$ cat config.mk
export PLATFORM = sky130hd
export DESIGN_NAME = input_conditioner
export DESIGN_NICKNAME = d
export VERILOG_FILES = /design/src/rtl/input_conditioner.sv
export SDC_FILE = /design/constraint.sdc
export NUM_CORES = 1
export LEC_CHECK = 0
export ABC_AREA = 1
export CORE_MARGIN = 5
export CORE_UTILIZATION = 49
export DETAILED_ROUTE_END_ITERATION = 10
export HOLD_SLACK_MARGIN = 0.12
export PLACE_DENSITY_LB_ADDON = 0.3
export REMOVE_ABC_BUFFERS = 1
export SLEW_MARGIN = 40
export SYNTH_ARGS = -nofsm -noshare
export SYNTH_HDL_FRONTEND = slang
export SYNTH_SLANG_ARGS = --single-unit
$ cat constraint.sdc
create_clock -name clk -period 1.53 [get_ports clk]
set_clock_uncertainty 0.15 [all_clocks]
set_input_delay 0.153 -clock clk [delete_from_list [all_inputs] [get_ports clk]]
set_output_delay 0.153 -clock clk [all_outputs]
set_load 0.02 [all_outputs]
$ cat src/rtl/input_conditioner.sv
// Button/switch front end: 2-FF synchronisers, per-button debounce with level/edge pulses,
// select-mode toggle and a switch snapshot taken on each debounced capture press.
module input_conditioner #(
   parameter int DEBOUNCE_CYCLES = 1000000,
   parameter int DATA_W          = 8
) (
   input  logic              clk,
   input  logic              rst_n,
   input  logic              btn_cap_raw,
   input  logic              btn_sel_raw,
   input  logic [DATA_W-1:0] sw_raw,
   output logic              cap_level,
   output logic              cap_rise,
   output logic              cap_fall,
   output logic              sel_mode,
   output logic [DATA_W-1:0] sw_sync,
   output logic [DATA_W-1:0] sw_snap,
   output logic              snap_valid
);

   // One extra bit of headroom so the count can never wrap before it is compared.
   localparam int               CNT_W    = $clog2(DEBOUNCE_CYCLES) + 1;
   localparam logic [CNT_W-1:0] CNT_LAST = CNT_W'(DEBOUNCE_CYCLES - 1);

   logic [1:0]        btn_raw;
   logic              sel_rise;
   logic [DATA_W-1:0] sw_s1_reg;
   logic [DATA_W-1:0] sw_s2_reg;
   logic [DATA_W-1:0] sw_snap_reg;
   logic              snap_valid_reg;
   logic              sel_mode_reg;

   assign btn_raw = {btn_sel_raw, btn_cap_raw};

   generate
      for (genvar gi = 0; gi < 2; gi++) begin : g_btn
         logic             s1_reg;
         logic             s2_reg;
         logic             level_reg;
         logic             level_d_reg;
         logic             level_next;
         logic             pressed;
         logic [CNT_W-1:0] cnt_reg;
         logic [CNT_W-1:0] cnt_next;

         assign pressed = ~s2_reg;

         always_comb begin
            cnt_next   = '0;
            level_next = level_reg;
            if (pressed != level_reg) begin
               if (cnt_reg == CNT_LAST) begin
                  level_next = pressed;
               end else begin
                  cnt_next = cnt_reg + CNT_W'(1);
               end
            end
         end

         // Sync flops reset to 1 so a button held through reset debounces from released.
         always_ff @(posedge clk) begin
            if (!rst_n) begin
               s1_reg      <= 1'b1;
               s2_reg      <= 1'b1;
               cnt_reg     <= '0;
               level_reg   <= 1'b0;
               level_d_reg <= 1'b0;
            end else begin
               s1_reg      <= btn_raw[gi];
               s2_reg      <= s1_reg;
               cnt_reg     <= cnt_next;
               level_reg   <= level_next;
               level_d_reg <= level_reg;
            end
         end

         if (gi == 0) begin : g_cap_out
            assign cap_level = level_reg;
            assign cap_rise  = level_reg & ~level_d_reg;
            assign cap_fall  = ~level_reg & level_d_reg;
         end else begin : g_sel_out
            assign sel_rise  = level_reg & ~level_d_reg;
         end
      end
   endgenerate

   always_ff @(posedge clk) begin
      if (!rst_n) begin
         sw_s1_reg      <= '0;
         sw_s2_reg      <= '0;
         sw_snap_reg    <= '0;
         snap_valid_reg <= 1'b0;
         sel_mode_reg   <= 1'b0;
      end else begin
         sw_s1_reg <= sw_raw;
         sw_s2_reg <= sw_s1_reg;
         if (cap_rise) begin
            sw_snap_reg    <= sw_s2_reg;
            snap_valid_reg <= 1'b1;
         end
         if (sel_rise) begin
            sel_mode_reg <= ~sel_mode_reg;
         end
      end
   end

   assign sw_sync    = sw_s2_reg;
   assign sw_snap    = sw_snap_reg;
   assign snap_valid = snap_valid_reg;
   assign sel_mode   = sel_mode_reg;

endmodule

After elaboration in Yosys (flattened, before gate mapping). Cells that the tools add are included.

Flip-flop bits (word level): 76. Bits of input ports: 12. Output and inout port bits: 21. Logic and storage cells: 37.

$add $sub $neg: 2. Equality and inequality tests: 4. Bitwise gates (word level): 12. Reductions and logical operators: 4.

Operator list (number): adder 21 x 1 -> 21 bit, second input constant (2); == test 21 x 20 -> 1 bit, second input constant (2); NOT 1 bit (9); OR reduction 3 bit (2); AND reduction 2 bit (2); bitwise AND 1 bit (3); inequality test 1 bit (2).

Longest topological paths before layout.
Word-level depth: 4. Depth in mapped cells: 8. Depth with buffers taken out: 8.

Worst setup path after synthesis. No wires, ideal clock.

Path kind: register to register. From: reg g_btn[0].cnt_reg[0]. To: reg g_btn[0].cnt_reg[11]. Setup time: 0.115 ns. Data arrival time: 1.264 ns. Required time: 1.265 ns. Setup slack: 0.001 ns. Cell stages (with the launch flop): 8. Buffers on the path: 1. Period minus slack after synthesis: 1.529 ns. Cells stage by stage: dfxtp_1 > ha_1 > nand3_4 > nor2_4 > nand3_2 > o21ai_2 > buf_6 > nor2_1.

Cells in the longest elaborated chain, start to end: 2. Elaborated cells on any way between the ends: 3. Classes of those cells: 1 x add/sub; 1 x eq/ne; 1 x reduce/logical.

Ends and longest elaborated chain: start: declaration (RTL line 43) `logic [CNT_W-1:0] cnt_reg;`; start signal: assignment (RTL line 71) `cnt_reg <= cnt_next;`; parallel branches: the longest is 2 deep, another holds adder 21 x 1 -> 21 bit.

Parallel ways; which one is timed is not known. A chain may end at the register's enable or synchronous reset.

Worst setup path after layout.
From: reg g_btn[0].cnt_reg[1]. To: reg g_btn[0].cnt_reg[0].

Cells in the longest elaborated chain, start to end: 2.

Ends and longest elaborated chain: == test 21 x 20 -> 1 bit (RTL line 52) `if (cnt_reg == CNT_LAST) begin`; OR reduction 3 bit (no line).

No other way between the ends.

==> impl_results.md <==
- Status: finished clean
- Synth Area per Inst: 7.24 um^2
- CP required: 1.62 ns
- Antenna viol nets, final: 0
- RSZ-0062 raised after global routing: true
- Worst min path class: primary input to flop
- H-tree levels: 3
- Worst IR Drop VDD: 0.577 mV
- First-pass GRT wire length: 11800 um
- Synth warn: 0
- Period utilization: 100%
- Gate Count Post-Synth: 451
- CP most frequent cell: nand3_4
- Routability Congestion: 0.846
- Crit. Startpoint: g_btn[0].cnt_reg[1]
- # DRC: 0
- Util after Layout: 67.4%
- Clk_lat worst skew: 0.35 ns
- Fin. max-slew vios: 0
- Total chip power: 3550 uW
- Minimum clock period: 1.53 ns
- CTS Buffer Depth: 2
- Std cell rows: 29
- Lkg Pwr: 0.00175 uW
- Initial Util: 50.9%
- DR pass1 iterations: 4
- CP max-delay cell: dfxtp_2
- Total gr overflow: 0
- Die width: 91.7 um
- Clock Sinks: 76
- R2r setup slk: 0.0005 ns
- Clk slew on worst S/H paths: 0.09 ns
- # diodes: 0
- Max Cap Violations: 0
- Cell count of the worst hold path: 3
- CTS Buf Count: 9
- Initial antenna violation count: 0
- Hold_buf cts: 0
- DIE AREA: 8400 um^2
- DR WL/cell: 12.2 um
- Worst-margin pin slew: 0.295 ns
- Critical Path Start Type: flop
- FF-to-FF Start: g_btn[0].cnt_reg[1]
- FFs w/ async S/R, synth: 0%
- Hold EP: sw_s1_reg[3]
- Register area share after synthesis: 46.6%
- Clk root buf: clkbuf_8
- Fraction of layout cells with a size suffix above 1: 21.7%
- Slew headroom: 80.3%
- Critical R2R Capture: g_btn[0].cnt_reg[0]
- Peak Freq: 654 MHz
- Max reg flops: 42
- Port bufs: 32
- Final hold vios: 0
- Fill cell count: 530
- Max Fanout on Critical Path: 5
- Worst R2R Path Depth: 7
- Vias per Instance: 4.80
- Flops & latches, synth: 76
- Hold Startpoint: sw_raw[3]
- CP cell instances: ha_4 > nand3_4 > nor2_4 > nand3_4 > o21ai_4 > buf_4 > nor2_1
- CTS tree: yes
- Setup crit end kind: flop
- Post-synth top flop: dfxtp_1
- Nets: 544
- CP arrival: 1.62 ns
- DP HPWL: 5010 um
- Drt total wl: 7440 um
- Area growth, synth to finish: 32.5%
- Largest net degree at the start of global routing: 30
- Power Density: 819 nW/um^2
- I/O pins: 33
- Final hold slack: 0.169 ns
- Drt first-iter violations: 113
- Max stage delay on crit path: 0.36 ns
- CP Class: flop to flop
- Number of flops mapped to enable cells by yosys: 0
- Cell variety after synth: 26
- Syn Std Cell Area: 3270 um^2
- Count of final setup violators: 0
- Global Route Usage Sum: 17.5%
- Vias in the first global route: 2709
- Detailed-route via count: 2938
- Die Ht: 91.7 um
- Core box area: 6420 um^2
==> where the power goes <==
group | switching, uW | internal, uW | total [uW] | leakage, uW
combinational | 59.6 | 65.4 | 125 | 0.00103
clock | 795 | 613 | 1410 | 0.0000921
sequential | 10.6 | 2000 | 2010 | 0.000623
==> placed cells by master, fill, tap and decap left out, types with 2 or more instances in the layout <==
| cell type | instances |
|---|---|
| nor2_2 | 12 |
| buf_4 | 37 |
| nor2_1 | 96 |
| inv_6 | 2 |
| or2_2 | 6 |
| nand3b_1 | 3 |
| xor2_1 | 14 |
| dfxtp_1 | 64 |
| nand2_1 | 106 |
| nand3_4 | 3 |
| nand3_2 | 4 |
| nand4_1 | 7 |
| nor2_4 | 6 |
| dfxtp_2 | 12 |
| clkbuf_16 | 2 |
| o21bai_1 | 2 |
| dlygate4sd2_1 | 18 |
| ha_4 | 2 |
| buf_6 | 4 |
| clkdlybuf4s50_1 | 11 |
| o21ai_0 | 10 |
| xnor2_1 | 8 |
| nand3_1 | 16 |
| clkbuf_8 | 9 |
| a21oi_1 | 9 |
| inv_1 | 50 |
| or2_0 | 2 |
| clkinv_4 | 2 |
| a21oi_2 | 6 |
==> critical path, delay by kind of cell (launching register included) <==
kind	cells	cell delay, ns
adders and majority gates	1	0.15
buffers and inverters	1	0.18
AOI/OAI and AO/OA	1	0.25
DFF	1	0.36
and+or+nand+nor	4	0.34
==> synth_stat cells (3+ instances only) <==
| cell type | instances | area, um^2 |
|---|---|---|
| nand3b_1 | 3 | 22.5 |
| nand4_1 | 7 | 43.8 |
| xnor2_1 | 8 | 70.1 |
| inv_1 | 50 | 188 |
| dfxtp_1 | 76 | 1520 |
| o21ai_0 | 10 | 50.1 |
| a21oi_1 | 15 | 75.1 |
| nand3_1 | 18 | 90.1 |
| nor2_1 | 109 | 409 |
| nand3_2 | 4 | 40.0 |
| xor2_1 | 14 | 123 |
| nor2_4 | 3 | 33.8 |
| clkbuf_1 | 3 | 11.3 |
| or2_2 | 6 | 37.5 |
| nand2_1 | 107 | 402 |
==> per-stage QoR <==
step	cell area, um^2	TNS, ns	instances	worst slack (ns)
global route	4330	-1.22	612	-0.0742
floorplan	3210	-9.62	443	-0.245
global placement	3900	0	586	0.0150
finish	4330	0	612	0.000460
CTS	4070	-0.00745	602	-0.00745
detailed placement	3900	-0.0115	586	-0.00441
==> area by class of cell <==
class	count	area, um^2	area share, %
repair buffers	76	681	15.7
clock inverters	7	58.8	1.36
flip-flops and latches	76	1540	35.5
multi-input cells	317	1640	38.0
clock buffers	9	124	2.86
well taps	77	96.3	2.23
inverters	50	188	4.34
==> how the worst max path moves through the flow <==
stage / slack (ns) / end / cells past startpoint
4_1_cts: -0.007 / g_btn[0].cnt_reg[2] / 7
2_1_floorplan: -0.25 / sw_snap[0] / 5
6_report: 0.0005 / g_btn[0].cnt_reg[0] / 7
3_5_place_dp: -0.004 / g_btn[0].cnt_reg[18] / 7
3_3_place_gp: 0.01 / g_btn[0].cnt_reg[17] / 7
5_1_grt: -0.07 / g_btn[1].cnt_reg[15] / 8
==> cell families (layout without fill, tap and decap cells) <==
kind of cell / Yosys count / in the layout / synth area share, %
buffers and inverters: 58 / 142 / 7.39
adders and majority gates: 2 / 2 / 0.766
xor gates and xnor gates: 22 / 22 / 5.90
and+or+nand+nor: 265 / 265 / 34.8
DFF: 76 / 76 / 46.6
AOI/OAI and AO/OA: 28 / 28 / 4.56
==> what timing repair did <==
item | in CTS | in global routing
cloned | 0 | 5
endpoints found under the setup margin | 46 | 47
buffers inserted | 0 | 5
resized for setup | 28 | 50
pin swaps | 0 | 9
==> metal layers <==
| metal | global-route usage [%] | share of wire, % | vias up |
|---|---|---|---|
| li1 | - | - | 1543 |
| met1 | 20.6 | 43 | 1342 |
| met2 | 29.4 | 51 | 43 |
| met3 | 5.24 | 4.4 | 10 |
| met4 | 7.66 | 1.7 | 0 |
| met5 | 0 | 0 | - |
Note: power is estimated with default switching activity, not from simulation.
